--- config.mk ---
export PLATFORM = sky130hd
export DESIGN_NAME = pipe_stage_skid
export DESIGN_NICKNAME = d
export VERILOG_FILES = /design/src/rtl/pipe_stage_skid.sv
export SDC_FILE = /design/constraint.sdc
export NUM_CORES = 1
export LEC_CHECK = 0
export ABC_CLOCK_PERIOD_IN_PS = 4970
export CORE_MARGIN = 1.5
export CORE_UTILIZATION = 33
export CTS_BUF_LIST = sky130_fd_sc_hd__clkbuf_4
export DETAILED_ROUTE_END_ITERATION = 10
export REMOVE_ABC_BUFFERS = 1
export SYNTH_ARGS = -nofsm -noshare
export SYNTH_HDL_FRONTEND = slang
export SYNTH_SLANG_ARGS = --single-unit
--- constraint.sdc ---
create_clock -name CLK -period 4.97 [get_ports CLK]
set_input_delay 0.7455 -clock CLK [delete_from_list [all_inputs] [get_ports CLK]]
set_output_delay 0.7455 -clock CLK [all_outputs]
set_load 0.05 [all_outputs]
--- src/rtl/pipe_stage_skid.sv ---
// ---------------------------------------------------------------------------
// pipe_stage_skid
//
// Two-entry skid buffer used as a pipeline stage register. MAIN drives the
// OUT_* ports and SKID catches the one transfer that can arrive while
// downstream is stalled. IN_READY is decoded from the state register only,
// so there is no combinational path from OUT_READY back to IN_READY.
// All state updates happen on the falling edge of CLK.
//
// Optional feature: define PIPE_STAGE_STATS_EN to build the saturating
// STALL_CNT / FLUSH_CNT statistics counters. Without it both ports are
// tied to zero.
//
// Parameters
//   WIDTH   bits per data lane
//   LANES   data lanes per transfer (lane 0 = bits WIDTH-1:0)
//   CTRL_W  width of the control-bit bundle
//
// Ports
//   CLK        stage clock (falling-edge active)
//   CLR        asynchronous active-high reset
//   FLUSH      synchronous bubble insertion, drops everything held
//   IN_VALID   upstream offers a transfer
//   IN_READY   stage can accept a transfer
//   IN_CTRL    control bits of the offered transfer
//   IN_DATA    lane data of the offered transfer
//   OUT_VALID  stage holds a transfer
//   OUT_READY  downstream accepts
//   OUT_CTRL   control bits of the head entry (zero when OUT_VALID is low)
//   OUT_DATA   lane data of the head entry
//   OCCUPANCY  number of held entries (0..2)
//   STALL_CNT  edges with OUT_VALID high and OUT_READY low (stats build)
//   FLUSH_CNT  edges with FLUSH high (stats build)
// ---------------------------------------------------------------------------
module pipe_stage_skid #(
    parameter int WIDTH  = 32,
    parameter int LANES  = 2,
    parameter int CTRL_W = 2
) (
    input  logic                     CLK,
    input  logic                     CLR,
    input  logic                     FLUSH,
    input  logic                     IN_VALID,
    output logic                     IN_READY,
    input  logic [CTRL_W-1:0]        IN_CTRL,
    input  logic [LANES*WIDTH-1:0]   IN_DATA,
    output logic                     OUT_VALID,
    input  logic                     OUT_READY,
    output logic [CTRL_W-1:0]        OUT_CTRL,
    output logic [LANES*WIDTH-1:0]   OUT_DATA,
    output logic [1:0]               OCCUPANCY,
    output logic [15:0]              STALL_CNT,
    output logic [15:0]              FLUSH_CNT
);

    localparam int DW = LANES * WIDTH;

    typedef enum logic [1:0] {
        EMPTY = 2'd0,
        ONE   = 2'd1,
        TWO   = 2'd2
    } state_t;

    state_t             state_p0;
    state_t             state_nxt;

    logic [CTRL_W-1:0]  main_ctrl_p0;
    logic [DW-1:0]      main_data_p0;
    logic [CTRL_W-1:0]  skid_ctrl_p0;
    logic [DW-1:0]      skid_data_p0;

    logic               vld_p0;
    logic               in_xfer;
    logic               out_xfer;

    logic               load_main_in;
    logic               load_skid;
    logic               move_skid;
    logic               clear_all;

    assign vld_p0    = (state_p0 != EMPTY);
    assign IN_READY  = (state_p0 != TWO);
    assign OUT_VALID = vld_p0;
    assign OUT_CTRL  = vld_p0 ? main_ctrl_p0 : '0;
    assign OUT_DATA  = main_data_p0;
    assign OCCUPANCY = (state_p0 == TWO) ? 2'd2 :
                       (state_p0 == ONE) ? 2'd1 : 2'd0;

    assign in_xfer   = IN_VALID & IN_READY;
    assign out_xfer  = vld_p0 & OUT_READY;

    // Next-state and register-load decode
    always_comb begin
        state_nxt    = state_p0;
        load_main_in = 1'b0;
        load_skid    = 1'b0;
        move_skid    = 1'b0;
        clear_all    = 1'b0;
        if (FLUSH) begin
            // Flush wins over any transfer; the offered input is dropped.
            state_nxt = EMPTY;
            clear_all = 1'b1;
        end else begin
            case (state_p0)
                EMPTY: begin
                    if (in_xfer) begin
                        state_nxt    = ONE;
                        load_main_in = 1'b1;
                    end
                end
                ONE: begin
                    if (in_xfer && out_xfer) begin
                        load_main_in = 1'b1;
                    end else if (in_xfer) begin
                        state_nxt = TWO;
                        load_skid = 1'b1;
                    end else if (out_xfer) begin
                        state_nxt = EMPTY;
                    end
                end
                TWO: begin
                    if (out_xfer) begin
                        state_nxt = ONE;
                        move_skid = 1'b1;
                    end
                end
                default: state_nxt = EMPTY;
            endcase
        end
    end

    // Stage p0: state register
    always_ff @(negedge CLK or posedge CLR) begin
        if (CLR) begin
            state_p0 <= EMPTY;
        end else begin
            state_p0 <= state_nxt;
        end
    end

    // Stage p0: MAIN / SKID entries
    always_ff @(negedge CLK or posedge CLR) begin
        if (CLR) begin
            main_ctrl_p0 <= '0;
            main_data_p0 <= '0;
            skid_ctrl_p0 <= '0;
            skid_data_p0 <= '0;
        end else if (clear_all) begin
            main_ctrl_p0 <= '0;
            main_data_p0 <= '0;
            skid_ctrl_p0 <= '0;
            skid_data_p0 <= '0;
        end else begin
            if (load_main_in) begin
                main_ctrl_p0 <= IN_CTRL;
                main_data_p0 <= IN_DATA;
            end else if (move_skid) begin
                main_ctrl_p0 <= skid_ctrl_p0;
                main_data_p0 <= skid_data_p0;
            end
            if (load_skid) begin
                skid_ctrl_p0 <= IN_CTRL;
                skid_data_p0 <= IN_DATA;
            end
        end
    end

`ifdef PIPE_STAGE_STATS_EN
    logic [15:0] stall_cnt_p0;
    logic [15:0] flush_cnt_p0;

    function automatic logic [15:0] sat_inc(input logic [15:0] v);
        return (v == 16'hFFFF) ? v : v + 16'd1;
    endfunction

    // Stage p0: statistics counters
    always_ff @(negedge CLK or posedge CLR) begin
        if (CLR) begin
            stall_cnt_p0 <= '0;
            flush_cnt_p0 <= '0;
        end else begin
            if (vld_p0 && !OUT_READY) begin
                stall_cnt_p0 <= sat_inc(stall_cnt_p0);
            end
            if (FLUSH) begin
                flush_cnt_p0 <= sat_inc(flush_cnt_p0);
            end
        end
    end

    assign STALL_CNT = stall_cnt_p0;
    assign FLUSH_CNT = flush_cnt_p0;
`else
    assign STALL_CNT = 16'd0;
    assign FLUSH_CNT = 16'd0;
`endif

endmodule
==> results of run 1 <==
-- registers in the layout (all words and copies together) (netlist names) --
register,count
OUT_DATA,64
skid_data_p0,64
main_ctrl_p0,2
skid_ctrl_p0,2
state_p0,2
-- how the worst max path moves through the flow --
stage | end | cells past startpoint | from
6_report | OUT_CTRL[1] | 3 | state_p0[1]
4_1_cts | OUT_DATA[57] | 1 | OUT_DATA[57]
3_3_place_gp | OUT_DATA[42] | 7 | OUT_READY
3_5_place_dp | OUT_DATA[42] | 7 | OUT_READY
5_1_grt | OUT_CTRL[1] | 3 | state_p0[1]
2_1_floorplan | skid_ctrl_p0[0] | 3 | IN_VALID
-- tightest hold or removal path, stage by stage, from the launching register on --
cell and delay (ns):
dfrtn_1 0.41, nand2_1 0.06, o21ai_2 0.05
-- report_power, final --
part           total (uW)  switching (uW)  internal (uW)
combinational         470             307            163
clock                 778             411            366
sequential           1160            23.9           1140
-- metal layers --
| metal | track usage, % | vias up | wire, microns | share of wire [%] |
|---|---|---|---|---|
| met2 | 27.4 | 140 | 7060 | 48 |
| met3 | 5.33 | 8 | 895 | 6.1 |
| met1 | 20.6 | 2129 | 6560 | 45 |
| met5 | 0 | - | 0 | 0 |
| met4 | 3.80 | 0 | 85 | 0.58 |
| li1 | - | 1973 | - | - |
-- cell families (layout without fill, tap and decap cells) --
| kind of cell | Yosys count | in the layout | share of synthesized area [%] |
|---|---|---|---|
| AO/OA/AOI/OAI | 135 | 135 | 18.3 |
| flip-flops | 134 | 134 | 56.5 |
| AND/OR/NAND/NOR | 80 | 80 | 5.82 |
| buffers and inverters | 72 | 197 | 7.84 |
| multiplexers | 68 | 68 | 11.5 |
| other | 1 | 32 | 0.0632 |
-- layout make-up --
type | instances | area [sq um] | share of cell area [%]
repair buffers | 162 | 1720 | 21.7
well taps | 225 | 282 | 3.56
clock buffers | 20 | 150 | 1.90
inverters | 3 | 16.3 | 0.206
multi-input cells | 315 | 2240 | 28.4
flip-flops and latches | 134 | 3350 | 42.4
clock inverters | 12 | 153 | 1.93
-- placed cells by master (no fill, tap or decap), drive strengths merged --
cell type,n
inv,5
dlygate4sd2,42
clkdlybuf4s50,70
a22o,66
o21ai,66
clkinv,5
or2,2
conb,32
nor4b,1
and2,2
nand3b,1
dfrtn,134
mux2i,68
o221a,1
o22a,1
nand2,67
buf,28
bufinv,3
nor3,1
dlymetal6s2s,22
nor2b,3
nor2,3
clkbuf,20
clkinvlp,2
a211oi,1
-- stage by stage --
stage,hold slack [ns],power [uW]
floorplan,0.402,1470
global placement,0.423,1670
detailed placement,0.425,1670
CTS,0.427,2450
global route,0.450,2530
finish,0.415,2410
-- timing repair --
item,4_1_cts,5_1_grt
setup endpoints to repair,42,22
gates resized for setup,42,22
pin swaps,0,0
hold endpoints to repair,0,0
==> results.txt, run 1 <==
----------------------------------------------------
[Setup path]
  CP arrival ... a little over 4 ns
  Worst flop-to-flop path endpoint ... OUT_DATA[53]
  Setup slack of the worst register-to-register path ... approximately 3.1 ns
  Maximum cell stage delay along the critical path ... 0.45 ns
  Master of the slowest instance on the critical path ... dfrtn_1
  Count of buffer and inverter cells on the critical path ... 1
  Max Fanout on Critical Path ... 8
  Worst-path cell chain ... or2_2 > and2_1 > buf_4
  CP startpoint kind ... register
  Gate family responsible for the most delay along the worst path ... simple AND/OR/NAND/NOR gates
  CP required ... about 4.2 ns
  Type of element capturing the critical path ... primary output
  Startpoint of the worst-slack reg-to-reg timing path ... state_p0[1]
  Startpoint-to-endpoint class of the critical path ... register to primary output
  Reg2Reg Depth ... 5

[Place]
  PortBufs ... 140
  Final HPWL from detailed placement ... 9390 microns
  Cell area after placement ... 0.00761 sq mm
  Routability congestion estimate from global placement ... 0.752
  Post-placement worst setup slack ... -0.0331 ns
  Number of placed instances with taps included ... between 800 and 900

[Global route]
  Global-route usage over all layers ... 16.4%
  First-pass GRT wire length ... roughly 24,000 microns
  Initial antenna violation count ... 0
  Pin count of the biggest net entering global routing ... 67
  Vias in the first global route ... 4,452
  Aggregate global routing overflow ... 0

[Logic synthesis]
  Number of cells produced by synthesis ... 490
  Primary FF master, synth ... dfrtn_1
  Number of flops mapped to enable cells by yosys ... 0
  Post-synthesis register bit count ... 134
  Most numerous cell types in the synthesized netlist ... dfrtn_1, mux2i_1, nand2_1, a22o_1, o21ai_2
  Yosys top cell area share ... 56.5%
  Most used standard cell by instance count after synthesis ... dfrtn_1
  Ranking of synthesized cells by area ... dfrtn_1, mux2i_1, a22o_1, o21ai_2, buf_4
  Synthesized area per cell ... 12.1 sq um
  Sequential element share of the synthesized area ... 56.5%
  Cell type with the highest aggregate area in the netlist ... dfrtn_1
  Share of synthesized registers carrying an async set or reset ... between 90% and 100%
  Yosys warning count ... 0
  Post-synthesis instance area ... 0.00593 sq mm
  Count of different cell masters after synthesis ... 26

[Route]
  Vias per cell ... 4.88
  Number of design rule violations left after detail routing ... 0
  Number of iterations in the first detailed-routing pass ... 5
  Antenna-violating nets left ... 0
  First-iteration detailed-routing DRC count ... between 150 and 200
  Average wire length per cell after detail routing ... 16.8 microns
  Final routed wirelength across all metal layers ... 14,600 microns
  Routed vias ... 4,250

[Final layout]
  Fin util ... 45.4%
  Finished Layout Cells ... 871
  Final design instance area without fill ... 0.00792 sq mm
  Ratio of cells with drive above 1 in the final layout ... 16.3%
  Layout overhead on the synthesized area ... 33.4%
  Fin nets ... between 700 and 800
  Count of antenna diodes in the layout ... 0
  Count of fill cells added during filler insertion ... 1,627

[Job]
  Maximum capacitance violations ... 0

[Clock network]
  H-Tree Depth ... 4
  TritonCTS buffer count ... 17
  Clock transition at the registers of the reported paths ... around 0.08 ns
  Number of buffers on the longest clock path ... 2
  Count of buffers added by post-CTS timing repair for setup ... 0
  Clock latency at the later pin of the worst-skew pair ... 0.45 ns
  Clock sink count ... 134
  Total of hold buffers inserted after clock tree synthesis ... 0
  Root buffer selected by CTS ... clkbuf_4
  CTS tree ... yes

[Floorplanning]
  Floorplan core area ... 0.0174 sq mm
  Cell Rows ... 48
  Height of the chip ... 137 microns
  Effective utilization at floorplan ... 34.1%
  I/O pin cnt ... between 150 and 200
  Die area ... 0.0188 sq mm
  Die span in x ... between 100 and 150 microns

[Outcome]
  Run status ... finished, final reports clean

[STA]
  Setup repair after global routing missed its margin ... no
  Max_slew headroom ... roughly 63%
  Slack of the critical path ... roughly 0.17 ns
  Final setup violation count ... 0
  Final Hold Violating Endpoints ... 0
  Final Max Slew Viols ... 0
  Sum of negative setup slack ... 0 ns
  Transition time of the tightest slew-check pin ... ~0.55 ns
  Worst clock skew ... between 0.009 and 0.01 ns

[Pwr]
  Pwr per Cell Area ... 305 mW/mm^2
  Leakage dissipation ... 0.00404 uW
  Peak ir drop on the vdd network ... 0.000152 V

[Worst hold path]
  Hold endpoint ... OUT_DATA[21]
  Class of the tightest hold or removal check ... register to register
  Min-Delay Startpoint ... OUT_DATA[21]
  Min-Delay Path Depth ... 2

----------------------------------------------------
(Power assumes the default switching activity.)
==> run 2, diff against run 1 <==
- CORE_MARGIN: 1.5 -> 1
==> run 2 against run 1 <==
  * Hold slack better by 0.0015 ns
  * Design area down 0.41%
  * Critical path type unchanged
  * Die area down 1.5%
  * Count of clock-buffer cells in the layout down 1
  * Global-route usage about the same
  * Largest cell class unchanged
==> results.txt, run 2 (synthesis results as in run 1) <==
----------------------------------------------------
[Route]
  Final routed wirelength across all metal layers ... 14,300 microns
  Antenna-violating nets left ... 0
  Average wire length per cell after detail routing ... 16.5 microns
  Number of design rule violations left after detail routing ... 0
  Number of iterations in the first detailed-routing pass ... 4
  First-iteration detailed-routing DRC count ... 170
  Vias per cell ... 4.82
  Routed vias ... 4,192

[Setup path]
  Type of element capturing the critical path ... primary output
  Timing endpoint of the critical path ... OUT_CTRL[0]
  CP startpoint kind ... register
  Reg2Reg Depth ... 5
  Startpoint-to-endpoint class of the critical path ... register to primary output
  Max Fanout on Critical Path ... 8
  CP required ... about 4.2 ns
  Setup slack of the worst register-to-register path ... 3.14 ns
  Startpoint of the worst setup timing path ... state_p0[1]
  Worst flop-to-flop path endpoint ... OUT_DATA[63]
  CP arrival ... 4.08 ns
  Startpoint of the worst-slack reg-to-reg timing path ... state_p0[1]

[Pwr]
  Leakage dissipation ... 0.00402 uW
  Pwr per Cell Area ... 307 mW/mm^2
  Total design power ... around 2400 uW
  Peak ir drop on the vdd network ... 0.000140 V

[STA]
  Transition time of the tightest slew-check pin ... approximately 0.55 ns
  Slack of the critical path ... 0.149 ns
  Final Hold Violating Endpoints ... 0
  Final Max Slew Viols ... 0
  Setup repair after global routing missed its margin ... no
  Worst clock skew ... 0.0127 ns
  Max_slew headroom ... 63.5%
  Final setup violation count ... 0

[Place]
  Final HPWL from detailed placement ... 9540 microns
  Number of placed instances with taps included ... 839
  Routability congestion estimate from global placement ... 0.765
  PortBufs ... 140
  Post-placement worst setup slack ... -0.0241 ns

[Outcome]
  Run status ... finished, final reports clean

[Global route]
  Pin count of the biggest net entering global routing ... 67
  Aggregate global routing overflow ... 0
  Global-route usage over all layers ... ~16%
  First-pass GRT wire length ... 23,000 microns
  Initial antenna violation count ... 0
  Vias in the first global route ... 4,350

[Clock network]
  CTS tree ... yes
  Root buffer selected by CTS ... clkbuf_4
  Clock transition at the registers of the reported paths ... 0.07 ns
  Clock sink count ... 134
  Number of buffers on the longest clock path ... 2
  TritonCTS buffer count ... 17
  Total of hold buffers inserted after clock tree synthesis ... 0
  H-Tree Depth ... 4
  Clock latency at the later pin of the worst-skew pair ... 0.47 ns

[Worst hold path]
  Class of the tightest hold or removal check ... register to register

[Final layout]
  Fin nets ... approximately 700
  Count of antenna diodes in the layout ... 0
  Ratio of cells with drive above 1 in the final layout ... 16.0%
  Layout overhead on the synthesized area ... 32.8%
  Leading cell types in the layout, fill and taps excluded ... dfrtn_1, clkdlybuf4s50_1, mux2i_1, nand2_1, a22o_1
  Fin util ... 45.3%
  Finished Layout Cells ... 870
  Leading cell type in the layout, fill and taps excluded ... dfrtn_1

[Floorplanning]
  Cell Rows ... 48
  Die span in x ... between 100 and 150 microns
  Effective utilization at floorplan ... 34.1%
  Die area ... approximately 0.019 sq mm
  Height of the chip ... 136 microns
  I/O pin cnt ... 173
  Floorplan core area ... 0.0174 sq mm

[Job]
  Maximum capacitance violations ... 0

----------------------------------------------------
==> run 2: cell types whose count changed in the layout (fill, tap and decap cells not counted), sizes merged <==
cell / change
clkinv: +3
bufinv: +1
clkbuf: -1
dlymetal6s2s: -2
inv: -2
dlygate4sd2: +2
clkinvlp: -2
==> run 2: worst min-delay path by stage <==
stage / start / to / slack, ns / cells after the start
after CTS: OUT_DATA[24] / OUT_DATA[24] / 0.43 / 2
after floorplan: main_ctrl_p0[0] / main_ctrl_p0[0] / 0.40 / 2
after global routing: OUT_DATA[39] / OUT_DATA[39] / 0.44 / 2
after global placement: OUT_DATA[15] / OUT_DATA[15] / 0.42 / 2
after detailed placement: main_ctrl_p0[1] / main_ctrl_p0[1] / 0.43 / 2
final: OUT_DATA[24] / OUT_DATA[24] / 0.42 / 2
==> run 2: routing by layer <==
metal	part of all wire, %	routed length, microns	track usage, %	vias up
li1	-	-	-	1967
met1	45	6500	21.2	2065
met2	48	6880	26.6	148
met3	5.7	820	4.74	12
met4	0.91	130	4.81	0
met5	0	0	0	-
==> run 2: where the power goes <==
group | internal [uW] | switching [uW] | leakage [uW]
Combinational | 160 | 306 | 0.00200
Clock | 400 | 393 | 0.000168
Sequential | 1140 | 24.0 | 0.00185
Total | 1700 | 723 | 0.00402
==> run 2: timing repair <==
item,CTS,global route
resized for setup,44,20
endpoints found under the setup margin,44,20
cloned,0,0
setup buffers,0,0
==> run 2: critical path, cell delays in order, from the launching register on <==
cell	delay (ns)
dfrtn_1	0.46
or2_2	0.33
and2_1	0.16
buf_4	0.18
==> run 2: cell type report <==
| cell class | instances | area (sq um) |
|---|---|---|
| clock buffers | 19 | 143 |
| multi-input cells | 315 | 2240 |
| flip-flops and latches | 134 | 3350 |
| fillers | 1642 | 9530 |
| well taps | 225 | 282 |
| clock inverters | 12 | 160 |
| repair buffers | 162 | 1680 |
| inverters | 3 | 16.3 |
==> run 2: through the flow <==
stage,area [sq um],TNS (ns),hold WS [ns]
global placement,7580,-0.00976,0.423
floorplan,5600,-489.42,0.402
global route,7880,0,0.444
CTS,7830,0,0.426
detailed placement,7580,-0.156,0.427
finish,7880,0,0.417
==> run 3, diff against run 2 <==
- CORE_UTILIZATION: 33 -> 49
- GPL_TIMING_DRIVEN: default -> 0
- PLACE_DENSITY: default -> 0.82
==> run 3 against run 2 <==
  * The run now ends with design-rule violations left
  * Sequential power is essentially flat
  * Worst setup slack got worse by 0.090 ns
  * Clock skew is 0.0020 ns lower
  * Non-clock buffer count increased by 6
  * Critical path type unchanged
  * Critical endpoint is now OUT_DATA[30]
  * Largest power group unchanged
  * Highest routed layer unchanged
==> results.txt, run 3 (synthesis results as in run 1) <==
----------------------------------------------------
[Clock network]
  H-Tree Depth ... 4
  Clock transition at the registers of the reported paths ... 0.07 ns
  Number of buffers on the longest clock path ... 2
  Root buffer selected by CTS ... clkbuf_4
  Clock latency at the later pin of the worst-skew pair ... 0.48 ns
  Total of hold buffers inserted after clock tree synthesis ... 0
  Clock sink count ... 134
  TritonCTS buffer count ... 17
  CTS tree ... yes

[Global route]
  Initial antenna violation count ... 0
  First-pass GRT wire length ... approximately 25,000 microns
  Pin count of the biggest net entering global routing ... between 70 and 80
  Vias in the first global route ... 4,741
  Aggregate global routing overflow ... 0
  Global-route usage over all layers ... 26.6%

[Route]
  Number of design rule violations left after detail routing ... 14
  Average wire length per cell after detail routing ... around 19 microns
  Routed vias ... roughly 4,400
  Antenna-violating nets left ... 0
  Final routed wirelength across all metal layers ... around 15,000 microns
  First-iteration detailed-routing DRC count ... 295
  Vias per cell ... 5.50
  Number of iterations in the first detailed-routing pass ... 9

[Floorplanning]
  Height of the chip ... roughly 110 microns
  Cell Rows ... 39
  Die span in x ... between 100 and 150 microns
  Effective utilization at floorplan ... 51.1%
  Floorplan core area ... 0.0116 sq mm
  Die area ... 0.0126 sq mm
  I/O pin cnt ... 173

[Pwr]
  Leakage dissipation ... 0.00392 uW
  Pwr per Cell Area ... 311 mW/mm^2
  Peak ir drop on the vdd network ... 0.000218 V

[Final layout]
  Count of fill cells added during filler insertion ... between 800 and 900
  Layout overhead on the synthesized area ... 32.3%
  Count of antenna diodes in the layout ... 0
  Final design instance area without fill ... 0.00785 sq mm
  Leading cell type in the layout, fill and taps excluded ... dfrtn_1
  Fin nets ... 715
  Ratio of cells with drive above 1 in the final layout ... between 10% and 20%
  Leading cell types in the layout, fill and taps excluded ... dfrtn_1, clkdlybuf4s50_1, mux2i_1, nand2_1, a22o_1

[Setup path]
  Startpoint-to-endpoint class of the critical path ... register to primary output
  Master of the slowest instance on the critical path ... clkdlybuf4s50_1
  Maximum cell stage delay along the critical path ... 0.79 ns
  Worst-path cell chain ... clkdlybuf4s50_1
  CP startpoint kind ... register
  CP arrival ... approximately 4.2 ns
  Max Fanout on Critical Path ... 2
  Gate family responsible for the most delay along the worst path ... buffers and inverters
  CP required ... 4.22 ns
  Count of buffer and inverter cells on the critical path ... 1
  Type of element capturing the critical path ... primary output

[STA]
  Worst clock skew ... around 0.011 ns
  Min Hold Slack ... around 0.42 ns
  Final Hold Violating Endpoints ... 0
  Transition time of the tightest slew-check pin ... 0.911 ns
  Max_slew headroom ... 39.1%
  Final setup violation count ... 0
  Final Max Slew Viols ... 0
  Setup repair after global routing missed its margin ... no

[Worst hold path]
  Class of the tightest hold or removal check ... register to register

[Job]
  Maximum capacitance violations ... 0

[Place]
  PortBufs ... 140
  Routability congestion estimate from global placement ... between 0.7 and 0.8
  Final HPWL from detailed placement ... 8910 microns
  Cell area after placement ... 0.00739 sq mm

[Outcome]
  Violations in the final reports ... design-rule violations
  Run status ... finished, violations left

----------------------------------------------------
==> run 3: changes by cell type in the layout (fill, tap and decap cells not counted), moves of 2 or more <==
cell,delta
o221a_4,+2
dlymetal6s2s_1,-12
buf_12,-5
dlygate4sd2_1,+12
buf_4,-8
clkbuf_2,+3
buf_6,+11
buf_2,+2
or2_4,+3
==> run 3: cell type report <==
cell class / instances / area (sq um) / share of cell area, %
clock buffer: 20 / 150 / 1.91
clock inverter: 12 / 159 / 2.02
tap: 143 / 179 / 2.28
sequential: 134 / 3350 / 42.7
multi-input combinational: 320 / 2310 / 29.5
inverter: 3 / 16.3 / 0.207
timing repair buffer: 168 / 1680 / 21.4
==> run 3: repair_timing <==
action | CTS | global route
buffers inserted | 11 | 3
gates resized for setup | 72 | 18
pin swaps | 4 | 0
gates cloned | 5 | 0
setup endpoints to repair | 128 | 56
==> run 3: final timing paths <==
kind / startpoint / endpoint / slack [ns] / depth (start not counted)
setup / recovery: OUT_DATA[30] / OUT_DATA[30] / 0.06 / 1
hold / removal: OUT_DATA[23] / OUT_DATA[23] / 0.42 / 2
setup reg to reg: state_p0[1] / OUT_DATA[44] / 2.74 / 5
hold reg to reg: OUT_DATA[23] / OUT_DATA[23] / 0.42 / 2
max in group asynchronous: CLR / OUT_DATA[51] / 1.12 / 3
min in group asynchronous: CLR / skid_data_p0[32] / 3.07 / 2
==> run 3: power by group <==
part | internal (uW) | leakage [uW] | switching (uW) | total, uW
sequential | 1140 | 0.00185 | 22.7 | 1160
combinational | 165 | 0.00190 | 323 | 488
clock | 407 | 0.000169 | 388 | 796
total | 1710 | 0.00392 | 734 | 2450
==> run 3: metal layers <==
layer  track usage (%)  share of wire, %  vias to the layer above
met5                 0                 0                        -
met4              11.4               1.8                        0
met3              7.24               7.2                       23
met2              44.6                50                      173
met1              32.5                41                     2194
li1                  -                 -                     2008
==> run 3: metrics by stage <==
step | cells | utilization [%] | total power [uW] | TNS (ns) | setup WS (ns)
6_report | 800 | 67.6 | 2450 | 0 | 0.0594
5_1_grt | 800 | 67.6 | 2540 | 0 | 0.00115
4_1_cts | 797 | 67.4 | 2460 | 0 | 0.00131
3_5_place_dp | 749 | 63.6 | 1650 | -93.01 | -1.46
3_3_place_gp | 735 | 61.8 | 1630 | -1051.46 | -5.40
2_1_floorplan | 452 | - | 1470 | -489.42 | -2.07
